<file path="config.mk">
export PLATFORM = sky130hd
export DESIGN_NAME = load_store_unit
export DESIGN_NICKNAME = d
export VERILOG_FILES = /design/src/rtl/load_store_unit.sv
export SDC_FILE = /design/constraint.sdc
export NUM_CORES = 1
export LEC_CHECK = 0
export ABC_AREA = 0
export CORE_AREA = 2 2 109 111
export CTS_BUF_LIST = sky130_fd_sc_hd__clkbuf_2 sky130_fd_sc_hd__clkbuf_4 sky130_fd_sc_hd__clkbuf_8
export CTS_CLUSTER_SIZE = 14
export DETAILED_ROUTE_END_ITERATION = 12
export DIE_AREA = 0 0 111 113
export PLACE_DENSITY = 0.86
export SLEW_MARGIN = 30
export SYNTH_ARGS = -nofsm -noshare
export SYNTH_HDL_FRONTEND = slang
export SYNTH_SLANG_ARGS = --single-unit
</file>
<file path="constraint.sdc">
create_clock -name clk_i -period 3.8 [get_ports clk_i]
set_input_delay 0.38 -clock clk_i [delete_from_list [all_inputs] [get_ports clk_i]]
set_output_delay 0.38 -clock clk_i [all_outputs]
set_load 0.03 [all_outputs]
</file>
<file path="src/rtl/load_store_unit.sv">
// load_store_unit: single-access load/store unit between the core decoder and
// a word-wide data-memory bus. Accepts one access in IDLE, holds the bus
// request in BUSY until mem_ready_i (or a timeout abort), and returns
// aligned, sign/zero-extended load data.
// Optional build macro: LSU_MISALIGN_CHECK_EN (reject misaligned H/W accesses).
module load_store_unit #(
   parameter int TIMEOUT = 255
) (
   input  logic        clk_i,
   input  logic        rst_i,
   input  logic        core_req_i,
   input  logic        core_we_i,
   input  logic [2:0]  core_size_i,
   input  logic [31:0] core_addr_i,
   input  logic [31:0] core_wd_i,
   output logic [31:0] core_rd_o,
   output logic        core_stall_req_o,
   output logic        lsu_fault_o,
   output logic        mem_req_o,
   output logic        mem_we_o,
   output logic [3:0]  mem_be_o,
   output logic [31:0] mem_addr_o,
   output logic [31:0] mem_wd_o,
   input  logic [31:0] mem_rd_i,
   input  logic        mem_ready_i
);

   typedef enum logic {IDLE, BUSY} state_t;

   localparam int CNT_W = (TIMEOUT > 0) ? $clog2(TIMEOUT + 1) : 1;
   localparam logic [CNT_W-1:0] CNT_MAX = CNT_W'(TIMEOUT);

   state_t           state;
   state_t           state_next;
   logic [2:0]       size_q;
   logic [1:0]       off_q;
   logic [CNT_W-1:0] cnt;
   logic [31:0]      rd_q;
   logic             legal;
   logic             misalign;
   logic             accept;
   logic             reject;
   logic             timeout_hit;
   logic             done;

   // Stores allow B/H/W only; loads additionally allow BU/HU.
   function automatic logic size_legal(input logic we, input logic [2:0] size);
      if (we) return (size == 3'd0) || (size == 3'd1) || (size == 3'd2);
      return (size == 3'd0) || (size == 3'd1) || (size == 3'd2) ||
             (size == 3'd4) || (size == 3'd5);
   endfunction

   // Loads always read the full word; stores enable only the addressed lanes.
   function automatic logic [3:0] lane_be(input logic we, input logic [2:0] size,
                                          input logic [1:0] off);
      if (!we) return 4'b1111;
      case (size[1:0])
         2'd0:    return 4'b0001 << off;
         2'd1:    return off[1] ? 4'b1100 : 4'b0011;
         default: return 4'b1111;
      endcase
   endfunction

   // Replicate store data across lanes so the byte enables pick the target.
   function automatic logic [31:0] lane_wd(input logic [2:0] size, input logic [31:0] wd);
      case (size[1:0])
         2'd0:    return {4{wd[7:0]}};
         2'd1:    return {2{wd[15:0]}};
         default: return wd;
      endcase
   endfunction

   // Pick the addressed byte/half of the bus word and extend it.
   function automatic logic [31:0] extend_load(input logic [2:0] size, input logic [1:0] off,
                                               input logic [31:0] word);
      logic signed [7:0]  b;
      logic signed [15:0] h;
      case (off)
         2'd0:    b = word[7:0];
         2'd1:    b = word[15:8];
         2'd2:    b = word[23:16];
         default: b = word[31:24];
      endcase
      h = off[1] ? word[31:16] : word[15:0];
      case (size)
         3'd0:    return {{24{b[7]}}, b};
         3'd1:    return {{16{h[15]}}, h};
         3'd4:    return {24'd0, b};
         3'd5:    return {16'd0, h};
         default: return word;
      endcase
   endfunction

   assign legal = size_legal(core_we_i, core_size_i);

`ifdef LSU_MISALIGN_CHECK_EN
   assign misalign = ((core_size_i[1:0] == 2'd1) && core_addr_i[0]) ||
                     ((core_size_i[1:0] == 2'd2) && (core_addr_i[1:0] != 2'd0));
`else
   assign misalign = 1'b0;
`endif

   assign accept      = (state == IDLE) && core_req_i && legal && !misalign;
   assign reject      = (state == IDLE) && core_req_i && (!legal || misalign);
   assign timeout_hit = (TIMEOUT > 0) && (state == BUSY) && (cnt == CNT_MAX);
   assign done        = (state == BUSY) && mem_ready_i && !timeout_hit;

   // State register.
   always_ff @(posedge clk_i) begin
      if (rst_i) state <= IDLE;
      else       state <= state_next;
   end

   // Next-state logic: one access in flight, abort wins over a late ready.
   always_comb begin
      state_next = state;
      case (state)
         IDLE:    if (accept) state_next = BUSY;
         BUSY:    if (done || timeout_hit) state_next = IDLE;
         default: state_next = IDLE;
      endcase
   end

   // Output logic: stall, fault pulse, bus request and returned load data.
   always_comb begin
      mem_req_o        = (state == BUSY) && !timeout_hit;
      core_stall_req_o = 1'b0;
      lsu_fault_o      = 1'b0;
      core_rd_o        = rd_q;
      if (!rst_i) begin
         if (state == IDLE) core_stall_req_o = accept;
         else               core_stall_req_o = !mem_ready_i && !timeout_hit;
         lsu_fault_o = timeout_hit || ((state == IDLE) && core_req_i && legal && misalign);
      end
      if (done && !mem_we_o)      core_rd_o = extend_load(size_q, off_q, mem_rd_i);
      if (timeout_hit || reject)  core_rd_o = 32'd0;
   end

   // Latched bus fields, wait counter and held load result.
   always_ff @(posedge clk_i) begin
      if (rst_i) begin
         mem_we_o   <= 1'b0;
         mem_be_o   <= 4'd0;
         mem_addr_o <= 32'd0;
         mem_wd_o   <= 32'd0;
         size_q     <= 3'd0;
         off_q      <= 2'd0;
         cnt        <= '0;
         rd_q       <= 32'd0;
      end else begin
         if (accept) begin
            mem_we_o   <= core_we_i;
            mem_be_o   <= lane_be(core_we_i, core_size_i, core_addr_i[1:0]);
            mem_addr_o <= {core_addr_i[31:2], 2'b00};
            mem_wd_o   <= lane_wd(core_size_i, core_wd_i);
            size_q     <= core_size_i;
            off_q      <= core_addr_i[1:0];
            cnt        <= '0;
         end else if ((TIMEOUT > 0) && (state == BUSY) && !mem_ready_i && !timeout_hit) begin
            cnt <= cnt + CNT_W'(1);
         end
         if (done && !mem_we_o) rd_q <= extend_load(size_q, off_q, mem_rd_i);
      end
   end

endmodule

</file>
==> metrics.csv <==
metric,value,unit
synth_commonest_cells,"nand2_1 (152), dfxtp_1 (113), a21oi_1 (63)",
nets,948,
grt_overflow,0,
cts_tree,built,
reg2reg_depth,6,
slew_violations,0,
dr.pass1.iters,6,
synthCells,668,
synth.most_common_cell,nand2_1,
hp-start,mem_addr_o[10]$_SDFFE_PP0P_,
r2r_end,rd_q[17]$_SDFF_PP0_,
htree_levels,4,
regToRegSetupSlack,1.57,ns
drv_cap,0,
ys_seq_elements,113,
fin_tns_setup,0,ns
hold_class,reg -> reg,
worstSetupStartpointType,register,
yosysUniqueCellTypes,48,
grt_pass1_vias,5561,
start_util,48.0,%
min_path_cells,2,
crit_type,reg -> out,
io_buffer_count,205,
die_w,111,um
period_needed,3.64,ns
hold_viol_final,0,
r2r_start,cnt[0]$_SDFFE_PP0P_,
worstPathMaxFanout,34,
tightest_slew,0.866,ns
num_antenna_cells,0,
areaGrowthSynthToFinish,45.0,%
dpl.hpwl,12.3,mm
synth.area.top_cells,"dfxtp_1 (42%), nand2_1 (11%), a311oi_1 (6.8%)",
clock_sinks,113,
fin_skew,0.00514,ns
cts_max_path_buffers,2,
powerDensity,395,nW/um2
cts_root_buf,clkbuf_8,
hold_path_end,mem_addr_o[10]$_SDFFE_PP0P_,
run_status,finished clean,
wl_per_cell,17.4,um
cts_hold_buf,0,
yosysSeqAreaShare,41.8,%
synth-edff-count,0,
ant_nets,0,
rows,39,
grt_first_pass_wirelength,27.2,mm
endpoint_kind,output port,
p_leak,0.00275,uW
yosys_warnings,0,
finalSetupViolCount,0,
die_h,113,um
grt_max_degree,109,
relSlewSlack,42.3,%
drt_first_iter_violations,559,
fin_crit_sh,95.7,%
routabilityCongestion,0.844,
post-cts-setup-buffers,0,
vdd.ir_drop.worst,282,uV
numCtsBuffers,17,
nFillCells,886,
worst-endpoint-required,3.42,ns
cts.clk_slew.worst_paths,0.06,ns
syn_area_per_cell,8.10,um2
wl,17.3,mm
pin_count,208,
clk_latency,0.44,ns
holdWs,0.457,ns
synth_ff_type,dfxtp_1,
vias,5707,
drc,0,
max_freq,275,MHz
worstPathArrival,3.26,ns
rsz0062_at_grt,no,
async_reset_ff_share,0,%
grt_antenna_before_repair,0,
synth_top_area_share,41.8,%
drive_gt1_share,7.28,%
grt_usage,27.0,%
die_area,12500,um2
syn_area,5410,um2
viasPerCell,5.74,
cts_resized,0,
yosysTopAreaCell,dfxtp_1,
design.core.area,11300,um2
## state kept, by name (all words and copies together), names as in the netlist
signal      count
size_q          3
rd_q           32
cnt             8
mem_be_o        4
mem_addr_o     30
mem_we_o        1
state           1
off_q           2
mem_wd_o       32
## routing by layer
| layer | vias up | routed length [um] | track usage, % |
|---|---|---|---|
| met5 | - | 0 | 0 |
| met4 | 0 | 657 | 15.0 |
| met3 | 51 | 1560 | 9.75 |
| met2 | 267 | 8410 | 45.9 |
| met1 | 2657 | 6690 | 29.3 |
| li1 | 2732 | - | - |
## worst max-delay path, cell delays in order, from the launching register on
cell	delay, ns
dfxtp_1	0.33
ha_1	0.23
and3_1	0.28
a211oi_4	0.63
buf_12	0.26
nor2_1	0.08
a311oi_1	0.28
clkdlybuf4s50_1	0.72
## cell usage in the layout (no fill, tap or decap), types with 5 or more instances in the layout
master | synthesis | layout
a311oi_1 | 42 | 42
clkinv_2 | 0 | 5
a21o_1 | 15 | 15
nor2_1 | 53 | 53
buf_4 | 3 | 18
nand3_1 | 10 | 9
a21oi_1 | 63 | 63
nand2_1 | 152 | 152
mux2_1 | 7 | 7
nand2b_1 | 11 | 11
a221oi_1 | 5 | 5
nor2b_1 | 5 | 5
a211oi_1 | 29 | 29
nor3_1 | 15 | 15
mux2i_1 | 26 | 26
clkdlybuf4s50_1 | 0 | 195
clkbuf_8 | 0 | 21
o21ai_0 | 19 | 19
dfxtp_1 | 113 | 113
## metrics by stage
| step | setup WS [ns] | total power (uW) | utilization (%) | cells | cell area [um2] |
|---|---|---|---|---|---|
| 2_1_floorplan | 1.18 | 1710 | - | 669 | 5410 |
| 3_3_place_gp | 0.579 | 2000 | 66.2 | 967 | 7470 |
| 3_5_place_dp | 0.510 | 2020 | 66.3 | 967 | 7470 |
| 4_1_cts | 0.149 | 3120 | 69.6 | 995 | 7850 |
| 5_1_grt | 0.0419 | 3220 | 69.6 | 995 | 7850 |
| 6_report | 0.162 | 3090 | 69.6 | 995 | 7850 |
## logic make-up (layout without fill, tap and decap cells)
| logic type | count (synthesis) | in the layout | synth area share (%) |
|---|---|---|---|
| flops | 113 | 113 | 41.8 |
| fa+ha+maj | 1 | 1 | 0.231 |
| other cells | 1 | 2 | 0.0693 |
| mux | 33 | 33 | 6.27 |
| buf+inv | 65 | 248 | 5.67 |
| compound gates | 194 | 194 | 25.5 |
| simple gates | 257 | 257 | 19.8 |
| xor+xnor | 4 | 4 | 0.648 |
## final cells by class
type,count,area (um2),area share (%)
Clock buffer,21,289,3.68
Clock inverter,7,85.1,1.08
Inverter,3,11.3,0.144
Multi-Input combinational cell,491,2860,36.5
Sequential cell,113,2260,28.8
Tap cell,143,179,2.28
Timing Repair Buffer,217,2160,27.5
## how the worst max path moves through the flow
stage | start | to | slack [ns] | depth (start not counted)
6_report | cnt[0]$_SDFFE_PP0P_ | core_rd_o[17] | 0.16 | 7
5_1_grt | cnt[0]$_SDFFE_PP0P_ | core_rd_o[18] | 0.04 | 7
4_1_cts | cnt[0]$_SDFFE_PP0P_ | core_rd_o[17] | 0.15 | 7
3_5_place_dp | mem_rd_i[7] | core_rd_o[18] | 0.51 | 7
2_1_floorplan | cnt[0]$_SDFFE_PP0P_ | core_rd_o[16] | 1.18 | 7
3_3_place_gp | core_size_i[2] | core_rd_o[30] | 0.58 | 6
## where the power goes
group	leakage, uW	switching [uW]	internal [uW]
Combinational	0.00163	404	311
Clock	0.000199	465	631
Sequential	0.000921	38.8	1250
(Power assumes the default switching activity.)
